**src/rtl/alu_operand_sequencer.sv**
```systemverilog
// alu_operand_sequencer: registered entry sequence for the board ALU.
// The user loads operand A, then operand B, then picks an operation with one button pulse.
// The sequencer drives A, B, a one-hot opcode and a stage indicator for the display top.
// Optional feature macro: ALU_SEQ_HOLD_TIMEOUT_EN.
//   When it is defined, the opcode is cleared after HOLD_CYCLES cycles in SHOW.
//   When it is undefined, no hold counter is built and SHOW is held until a load or a clear.
module alu_operand_sequencer #(
   parameter int unsigned WIDTH       = 8,
   parameter int unsigned HOLD_CYCLES = 100000000
) (
   input  logic             clk,
   input  logic             rst,
   input  logic [WIDTH-1:0] sw,
   input  logic             load_pulse,
   input  logic             clear_pulse,
   input  logic [3:0]       op_pulse,
   output logic [WIDTH-1:0] A,
   output logic [WIDTH-1:0] B,
   output logic [3:0]       opcode,
   output logic [1:0]       stage,
   output logic             exec_valid
);

   typedef enum logic [1:0] {
      S_LOAD_A = 2'd0,
      S_LOAD_B = 2'd1,
      S_OP     = 2'd2,
      S_SHOW   = 2'd3
   } state_t;

   state_t           state_q;
   state_t           state_d;
   logic [WIDTH-1:0] a_d;
   logic [WIDTH-1:0] b_d;
   logic [3:0]       opcode_d;
   logic             exec_d;
   logic             op_valid;
   logic             expire;

   // Reject a hold period too short for the counter to make sense
   if (HOLD_CYCLES < 2) begin : g_hold_check
      $error("alu_operand_sequencer: HOLD_CYCLES must be at least 2");
   end

   // Accept an operation only when exactly one button bit is set
   assign op_valid = (op_pulse != 4'd0) && ((op_pulse & (op_pulse - 4'd1)) == 4'd0);

`ifdef ALU_SEQ_HOLD_TIMEOUT_EN
   localparam int unsigned CNT_W = $clog2(HOLD_CYCLES + 1);

   logic [CNT_W-1:0] cnt_q;
   logic [CNT_W-1:0] cnt_d;

   // The hold period ends in the SHOW cycle where the counter reads HOLD_CYCLES-1
   assign expire = (state_q == S_SHOW) && (cnt_q == CNT_W'(HOLD_CYCLES - 1));

   // The counter advances only on an idle SHOW cycle and stays at zero otherwise
   always_comb begin
      cnt_d = '0;
      if (!clear_pulse && (state_q == S_SHOW) && !load_pulse && !op_valid && !expire) begin
         cnt_d = cnt_q + CNT_W'(1);
      end
   end

   // Register for the hold counter
   always_ff @(posedge clk) begin
      if (!rst) begin
         cnt_q <= '0;
      end else begin
         cnt_q <= cnt_d;
      end
   end
`else
   assign expire = 1'b0;
`endif

   // Register for the state
   always_ff @(posedge clk) begin
      if (!rst) begin
         state_q <= S_LOAD_A;
      end else begin
         state_q <= state_d;
      end
   end

   // Next state. Clear has the highest priority, then load, then a valid op, then expiry.
   always_comb begin
      state_d = state_q;
      if (clear_pulse) begin
         state_d = S_LOAD_A;
      end else begin
         case (state_q)
            S_LOAD_A: if (load_pulse) state_d = S_LOAD_B;
            S_LOAD_B: if (load_pulse) state_d = S_OP;
            S_OP: begin
               if (load_pulse)    state_d = S_LOAD_B;
               else if (op_valid) state_d = S_SHOW;
            end
            S_SHOW: begin
               if (load_pulse)    state_d = S_LOAD_B;
               else if (op_valid) state_d = S_SHOW;
               else if (expire)   state_d = S_LOAD_A;
            end
            default: state_d = S_LOAD_A;
         endcase
      end
   end

   // Next values for the output registers, using the same event priority
   always_comb begin
      a_d      = A;
      b_d      = B;
      opcode_d = opcode;
      exec_d   = 1'b0;
      if (clear_pulse) begin
         a_d      = '0;
         b_d      = '0;
         opcode_d = 4'd0;
      end else begin
         case (state_q)
            S_LOAD_A: if (load_pulse) a_d = sw;
            S_LOAD_B: if (load_pulse) b_d = sw;
            S_OP: begin
               if (load_pulse) begin
                  a_d = sw;
               end else if (op_valid) begin
                  opcode_d = op_pulse;
                  exec_d   = 1'b1;
               end
            end
            S_SHOW: begin
               if (load_pulse) begin
                  a_d      = sw;
                  opcode_d = 4'd0;
               end else if (op_valid) begin
                  opcode_d = op_pulse;
                  exec_d   = 1'b1;
               end else if (expire) begin
                  opcode_d = 4'd0;
               end
            end
            default: ;
         endcase
      end
   end

   // Registers for the output signals
   always_ff @(posedge clk) begin
      if (!rst) begin
         A          <= '0;
         B          <= '0;
         opcode     <= 4'd0;
         exec_valid <= 1'b0;
      end else begin
         A          <= a_d;
         B          <= b_d;
         opcode     <= opcode_d;
         exec_valid <= exec_d;
      end
   end

   assign stage = state_q;

endmodule

```
**config.mk**
```make
export PLATFORM = sky130hd
export DESIGN_NAME = alu_operand_sequencer
export DESIGN_NICKNAME = d
export VERILOG_FILES = /design/src/rtl/alu_operand_sequencer.sv
export SDC_FILE = /design/constraint.sdc
export NUM_CORES = 1
export LEC_CHECK = 0
export CORE_ASPECT_RATIO = 0.9
export CORE_MARGIN = 3
export CORE_UTILIZATION = 45
export CTS_BUF_LIST = sky130_fd_sc_hd__clkbuf_4 sky130_fd_sc_hd__clkbuf_8
export CTS_CLUSTER_DIAMETER = 60
export CTS_CLUSTER_SIZE = 28
export DETAILED_ROUTE_END_ITERATION = 7
export PLACE_DENSITY_LB_ADDON = 0.08
export SLEW_MARGIN = 25
export SYNTH_ARGS = -nofsm -noshare
export SYNTH_HDL_FRONTEND = slang
export SYNTH_SLANG_ARGS = --single-unit
```
**constraint.sdc**
```tcl
create_clock -name clk -period 3.4 [get_ports clk]
set_input_delay 1.02 -clock clk [delete_from_list [all_inputs] [get_ports clk]]
set_output_delay 1.02 -clock clk [all_outputs]
set_load 0.05 [all_outputs]
```
==> flow_summary.ini, run 1 <==
[run_status]
status = completed

[power_and_ir_drop]
p_per_area_mw_per_mm2 = 363.2
pwr-share-seq = 0.575
p_sw_uw = 127.5
power.internal_uw = 354.2
netSwitchingFraction = 0.2646
p_clk_frac = 0.262
power.ir.vdd_worst_v = 0.0002343
power.share.combinational = 0.163
p_leak_uw = 0.0004757

[placement]
placement.cell_area_sq_mm = 0.001299
port_buffers = 38
post-dp-hpwl_um = 1584
gp_congestion = 0.7230
dp_worst_setup_slack_ns = 0.8436

[logic_synthesis]
synth_enable_flop_cells = 0
yosys-top-cells-area = sky130_fd_sc_hd__dfxtp_1 (52%), sky130_fd_sc_hd__mux2i_1 (9.0%), sky130_fd_sc_hd__nand2_1 (7.1%)
syn_avg_cell_area_sq_um = 9.606
ys_seq_elements = 23
synth.lib_cells_used.distinct = 24
yosysTopAreaCell = sky130_fd_sc_hd__dfxtp_1
synth_warnings = 0
syn-num-nets = 109
synthCells = 93
yosysSeqAreaShare = 0.5154
cell_types_with_the_highest_counts_after_synthesis = sky130_fd_sc_hd__dfxtp_1 (23), sky130_fd_sc_hd__nand2_1 (17), sky130_fd_sc_hd__nor2_1 (12)
synth.top_cell.area_share = 0.5154
synthArstFlopShare = 0
syn_area_sq_um = 893.4
post-synth-top-count-cell = sky130_fd_sc_hd__dfxtp_1
dominantRegCellSynth = sky130_fd_sc_hd__dfxtp_1

[sta]
holdWs_ns = 0.4681
layout_setup_ws_ns = 0.7286
max_freq_ghz = 0.3743
tns_ns = 0
slew_violations = 0
finClkSkew_ns = 0.007521
timing_hold_violations_final = 0
worst_slew_pin_slew_ns = 0.5472
final.period_utilization = 0.7857
period_needed_ns = 2.671
grt_setup_unrepaired = false
slew_headroom = 0.6339
setup_viol_count_final = 0

[layout]
seqCellArea_sq_um = 460.4
antenna_cells = 0
syn_to_final_growth_pct = 48.46
final_layout_size_suffix_gt1_frac = 0.08271
num-fill-cells = 132
nNetsFinal = 150
design_area_sq_mm = 0.001326
multiInputGateArea_sq_um = 416.7

[critical_path]
cp.arrival_ns = 1.65
cp-end-kind = primary output
setup.reg_to_reg.worst_slack_ns = 2.08
kind_of_start_point_of_the_critical_path = register
cp_class = reg -> out
reg2reg_from = stage[0]$_SDFFE_PP0P_
r2r.worst_path.cells = 4
cpLargestDelayFamily = buffers and inverters
worst-path-buf-inv = 1
critical_path.max_stage_delay_ns = 0.86
timing.critical_path.required_ns = 2.38
startpoint = stage[1]$_SDFFE_PP0P_
cells_along_the_critical_path = clkdlybuf4s50_1
timing.critical_path.to = stage[1]
critical_path.slowest_cell = sky130_fd_sc_hd__clkdlybuf4s50_1
reg_to_reg_critical_path_endpoint = B[3]$_SDFFE_PP0P_
worstPathMaxFanout = 7
worst-path-stages = 1

[clock_network]
clock_tree.root_cell = sky130_fd_sc_hd__clkbuf_4
insertion_delay_ns = 0.31
post-cts-setup-buffers = 0
clkSlewWorstSetupHoldPaths_ns = 0.12
cts_hold_repair.buffers = 0
htree_num_levels = 1
cts_sink_cnt = 23
number_of_gates_resized_after_cts = 0
tritoncts = yes
cts_inserted_buffers = 3
clock_path_buffers = 2

[die]
die_height_um = 48.27
num_rows = 14
fp.dieArea_sq_mm = 0.002557
starting_utilization_of_the_core_area = 0.5050
io_pins = 39
core_region_area_sq_mm = 0.001769
chipWidth_um = 52.97

[global_routing]
wire_length_of_the_first_global_routing_pass_um = 3312
grt_util_met3 = 0.03364
grt_most_used_layer = met2
gr-usage-met2 = 0.2995
groute.usage.overall = 0.1810
globalRoute.totalOverflow = 0
via_count_of_the_first_global_routing_pass = 745
gr-usage-met1 = 0.2364
antenna_found_initial = 0
grt_start_max_net_pins = 22

[detailed_routing]
antenna_left = 0
dr_total_vias = 788
drt_first_iter_violations = 28
detail_route.vias_per_cell = 5.019
drc = 0
route.detailed.wl_per_inst_um = 13.61
drtPass1Iterations = 4
drt_total_wl_um = 2137

[hold_path]
holdCritPathClass = reg -> reg

[job]
number_of_maximum_capacitance_violations = 0
[metal layers]
layer / vias to the layer above / part of all wire / routed length [um]
met3: 2 / 0.063 / 134
met1: 359 / 0.47 / 1011
li1: 399 / - / -
met4: 0 / 0.0061 / 13
met2: 28 / 0.46 / 977
met5: - / 0 / 0
[final cells by class]
type / instances / share of cell area
Clock inverter: 1 / 0.003774
Tap cell: 24 / 0.02264
Inverter: 1 / 0.002830
Multi-Input combinational cell: 66 / 0.3142
Clock buffer: 3 / 0.01698
Sequential cell: 23 / 0.3472
Timing Repair Buffer: 39 / 0.2925
[logic make-up (layout without fill, tap and decap cells)]
logic type / after synthesis / count (layout) / share of synthesized area
AND/OR/NAND/NOR: 38 / 38 / 0.2059
multiplexers: 8 / 8 / 0.08964
buffers and inverters: 4 / 44 / 0.01819
AO/OA/AOI/OAI: 19 / 19 / 0.1611
XOR/XNOR: 1 / 1 / 0.009806
flip-flops: 23 / 23 / 0.5154
[power groups by stage]
stage / sequential, uW / combinational (uW) / clock (uW)
after global placement: 283 / 77.4 / 0
after detailed placement: 283 / 78.3 / 0
after floorplan: 298 / 26.8 / 0
after global routing: 278 / 83.7 / 137
final: 277 / 78.6 / 126
after CTS: 277 / 78.6 / 125
[state kept, by name, indices dropped and copies added (netlist names)]
name / count
exec_valid: 1
opcode: 4
B: 8
A: 8
stage: 2
[how the worst min path moves through the flow]
stage	start	endpoint	slack [ns]	cells after the start
finish	B[0]$_SDFFE_PP0P_	B[0]$_SDFFE_PP0P_	0.47	2
global route	B[5]$_SDFFE_PP0P_	B[5]$_SDFFE_PP0P_	0.49	2
CTS	B[0]$_SDFFE_PP0P_	B[0]$_SDFFE_PP0P_	0.47	2
detailed placement	B[0]$_SDFFE_PP0P_	B[0]$_SDFFE_PP0P_	0.45	2
global placement	B[1]$_SDFFE_PP0P_	B[1]$_SDFFE_PP0P_	0.44	2
floorplan	B[0]$_SDFFE_PP0P_	B[0]$_SDFFE_PP0P_	0.67	2
[cells in the final DEF (no fill, tap or decap), types with 2 or more instances in the layout]
master and count:
sky130_fd_sc_hd__clkdlybuf4s50_1 38, sky130_fd_sc_hd__dfxtp_1 23, sky130_fd_sc_hd__nand2_1 17, sky130_fd_sc_hd__nor2_1 12, sky130_fd_sc_hd__a21oi_1 10, sky130_fd_sc_hd__mux2i_1 8, sky130_fd_sc_hd__a22o_1 3, sky130_fd_sc_hd__clkbuf_4 3
sky130_fd_sc_hd__nor4b_2 2, sky130_fd_sc_hd__nand2b_1 2
[stage by stage]
step                utilization  total power [uW]  std cells
floorplan                     -             325.2         93
global placement         0.7341             360.0        153
detailed placement       0.7341             361.2        153
CTS                      0.7496             481.0        157
global route             0.7496             498.8        157
finish                   0.7496             481.7        157
Power figures use the tool's default switching activity.
==> run 2: changes to the inputs <==
- CORE_UTILIZATION: 45 -> 38
- clock period: 3.4 -> 2.15 ns (I/O delays scaled with it)
==> run 2 against run 1 <==
- via count shrank 0.63%
- highest routed layer unchanged
- core utilization shrank 13 points
- final cell count grew 3.2%
- largest power group unchanged
- sequential share of layout area shrank 1.2 points
- power grew 59%
- clock power grew 63%
- clock skew is essentially flat
- register-to-register slack lost 1.2 ns
==> flow_summary.ini, run 2 (synthesis results as in run 1) <==
[layout]
registers_with_the_most_flip_flops = A (8), B (8), opcode (4)
syn_to_final_growth_pct = 53.92
finish.cell_count_without_fillers = 162
most_common_library_cell_in_the_layout_ignoring_fill_and_taps = sky130_fd_sc_hd__dfxtp_1
final_cell_mix = sky130_fd_sc_hd__dfxtp_1 (23), sky130_fd_sc_hd__clkdlybuf4s50_1 (19), sky130_fd_sc_hd__nand2_1 (17)
nNetsFinal = 152
design_area_sq_mm = 0.001375
num-fill-cells = 198
antenna_cells = 0
final_layout_size_suffix_gt1_frac = 0.1259

[job]
number_of_maximum_capacitance_violations = 0

[sta]
setup_viol_count_final = 0
timing_hold_violations_final = 0
max_freq_ghz = 0.4740
worst_slew_pin_slew_ns = 0.5184
tns_ns = 0
final.period_utilization = 0.9813
finClkSkew_ns = 0.007105
slew_headroom = 0.6538
period_needed_ns = 2.110
slew_violations = 0
grt_setup_unrepaired = false

[clock_network]
tritoncts = yes
clock_tree.root_cell = sky130_fd_sc_hd__clkbuf_4
htree_num_levels = 1
cts_hold_repair.buffers = 0
clkSlewWorstSetupHoldPaths_ns = 0.12
insertion_delay_ns = 0.30
clock_path_buffers = 2
cts_inserted_buffers = 3
cts_sink_cnt = 23

[hold_path]
holdCritPathClass = reg -> reg

[run_status]
status = completed

[detailed_routing]
dr_total_vias = 783
detail_route.vias_per_cell = 4.833
drc = 0
drt_total_wl_um = 2047
drt_first_iter_violations = 17
drtPass1Iterations = 4
route.detailed.wl_per_inst_um = 12.64
antenna_left = 0

[placement]
post-dp-hpwl_um = 1562
gp_congestion = 0.7085
placement.cell_area_sq_mm = 0.001308
port_buffers = 38
number_of_placed_instances_with_taps_included = 158

[critical_path]
cp_class = reg -> out
worst-path-buf-inv = 1
cpLargestDelayFamily = buffers and inverters
kind_of_start_point_of_the_critical_path = register
cp.arrival_ns = 1.46
critical_path.max_stage_delay_ns = 0.80
worstPathMaxFanout = 2
cp-end-kind = primary output
timing.critical_path.required_ns = 1.50
critical_path.slowest_cell = sky130_fd_sc_hd__clkdlybuf4s50_1
cells_along_the_critical_path = clkdlybuf4s50_1

[global_routing]
groute.usage.overall = 0.1505
grt_start_max_net_pins = 13
via_count_of_the_first_global_routing_pass = 728
wire_length_of_the_first_global_routing_pass_um = 3401
antenna_found_initial = 0
globalRoute.totalOverflow = 0

[power_and_ir_drop]
power.share.combinational = 0.162
p_leak_uw = 0.0007672
p_per_area_mw_per_mm2 = 558.3
p_clk_frac = 0.267
pwr-share-seq = 0.570
p_sw_uw = 191.1
netSwitchingFraction = 0.2490
power.internal_uw = 576.5
totalPowerFinal_uw = 767.7
power.ir.vdd_worst_v = 0.0004557

[die]
starting_utilization_of_the_core_area = 0.4057
core_region_area_sq_mm = 0.002202
die_height_um = 52
num_rows = 16
io_pins = 39
chipWidth_um = 57.11
fp.dieArea_sq_mm = 0.002970
[run 2: cell types whose count changed in the layout (fill, tap and decap cells not counted), sizes merged]
cell | previous run | this run
buf | 1 | 7
clkbuf | 3 | 4
clkdlybuf4s50 | 38 | 19
clkinv | 1 | 0
dlymetal6s2s | 0 | 15
[run 2: power by group through the flow]
stage / sequential [uW] / clock (uW) / combinational [uW]
finish: 438 / 205 / 125
global route: 439 / 233 / 133
CTS: 438 / 215 / 126
detailed placement: 448 / 0 / 126
global placement: 447 / 0 / 124
floorplan: 472 / 0 / 42.4
[run 2: per-stage QoR]
step	utilization	worst slack, ns	hold WS, ns
global route	0.6244	0.0008337	0.4913
global placement	0.5938	0.02587	0.4413
CTS	0.6074	0.01429	0.4684
detailed placement	0.5938	-0.02583	0.4513
floorplan	-	0.5834	0.6746
finish	0.6244	0.04018	0.4611
[run 2: metal layers]
metal / track usage / vias to the layer above / wire (um)
met5: 0 / - / 0
met4: 0.04633 / 0 / 18
met3: 0.06203 / 2 / 157
met2: 0.2357 / 22 / 942
met1: 0.1885 / 356 / 928
li1: - / 403 / -
[run 2: final timing paths]
path | from | end | slack, ns | cells after the start
setup / recovery | A[3]$_SDFFE_PP0P_ | A[3] | 0.04 | 1
hold / removal | B[5]$_SDFFE_PP0P_ | B[5]$_SDFFE_PP0P_ | 0.46 | 2
setup reg to reg | stage[0]$_SDFFE_PP0P_ | A[6]$_SDFFE_PP0P_ | 0.88 | 4
hold reg to reg | B[5]$_SDFFE_PP0P_ | B[5]$_SDFFE_PP0P_ | 0.46 | 2
[run 2: cell type report]
type / count / area [sq um] / area share
multi-input cells: 66 / 416.7 / 0.3030
well taps: 27 / 33.78 / 0.02457
inverters: 1 / 3.754 / 0.002730
repair buffers: 41 / 430.4 / 0.3130
clock buffers: 4 / 30.03 / 0.02184
flip-flops and latches: 23 / 460.4 / 0.3348
[run 2: what timing repair did]
action | CTS | global route
setup endpoints to repair | 0 | 15
resized for setup | 0 | 15
setup buffers | 0 | 0
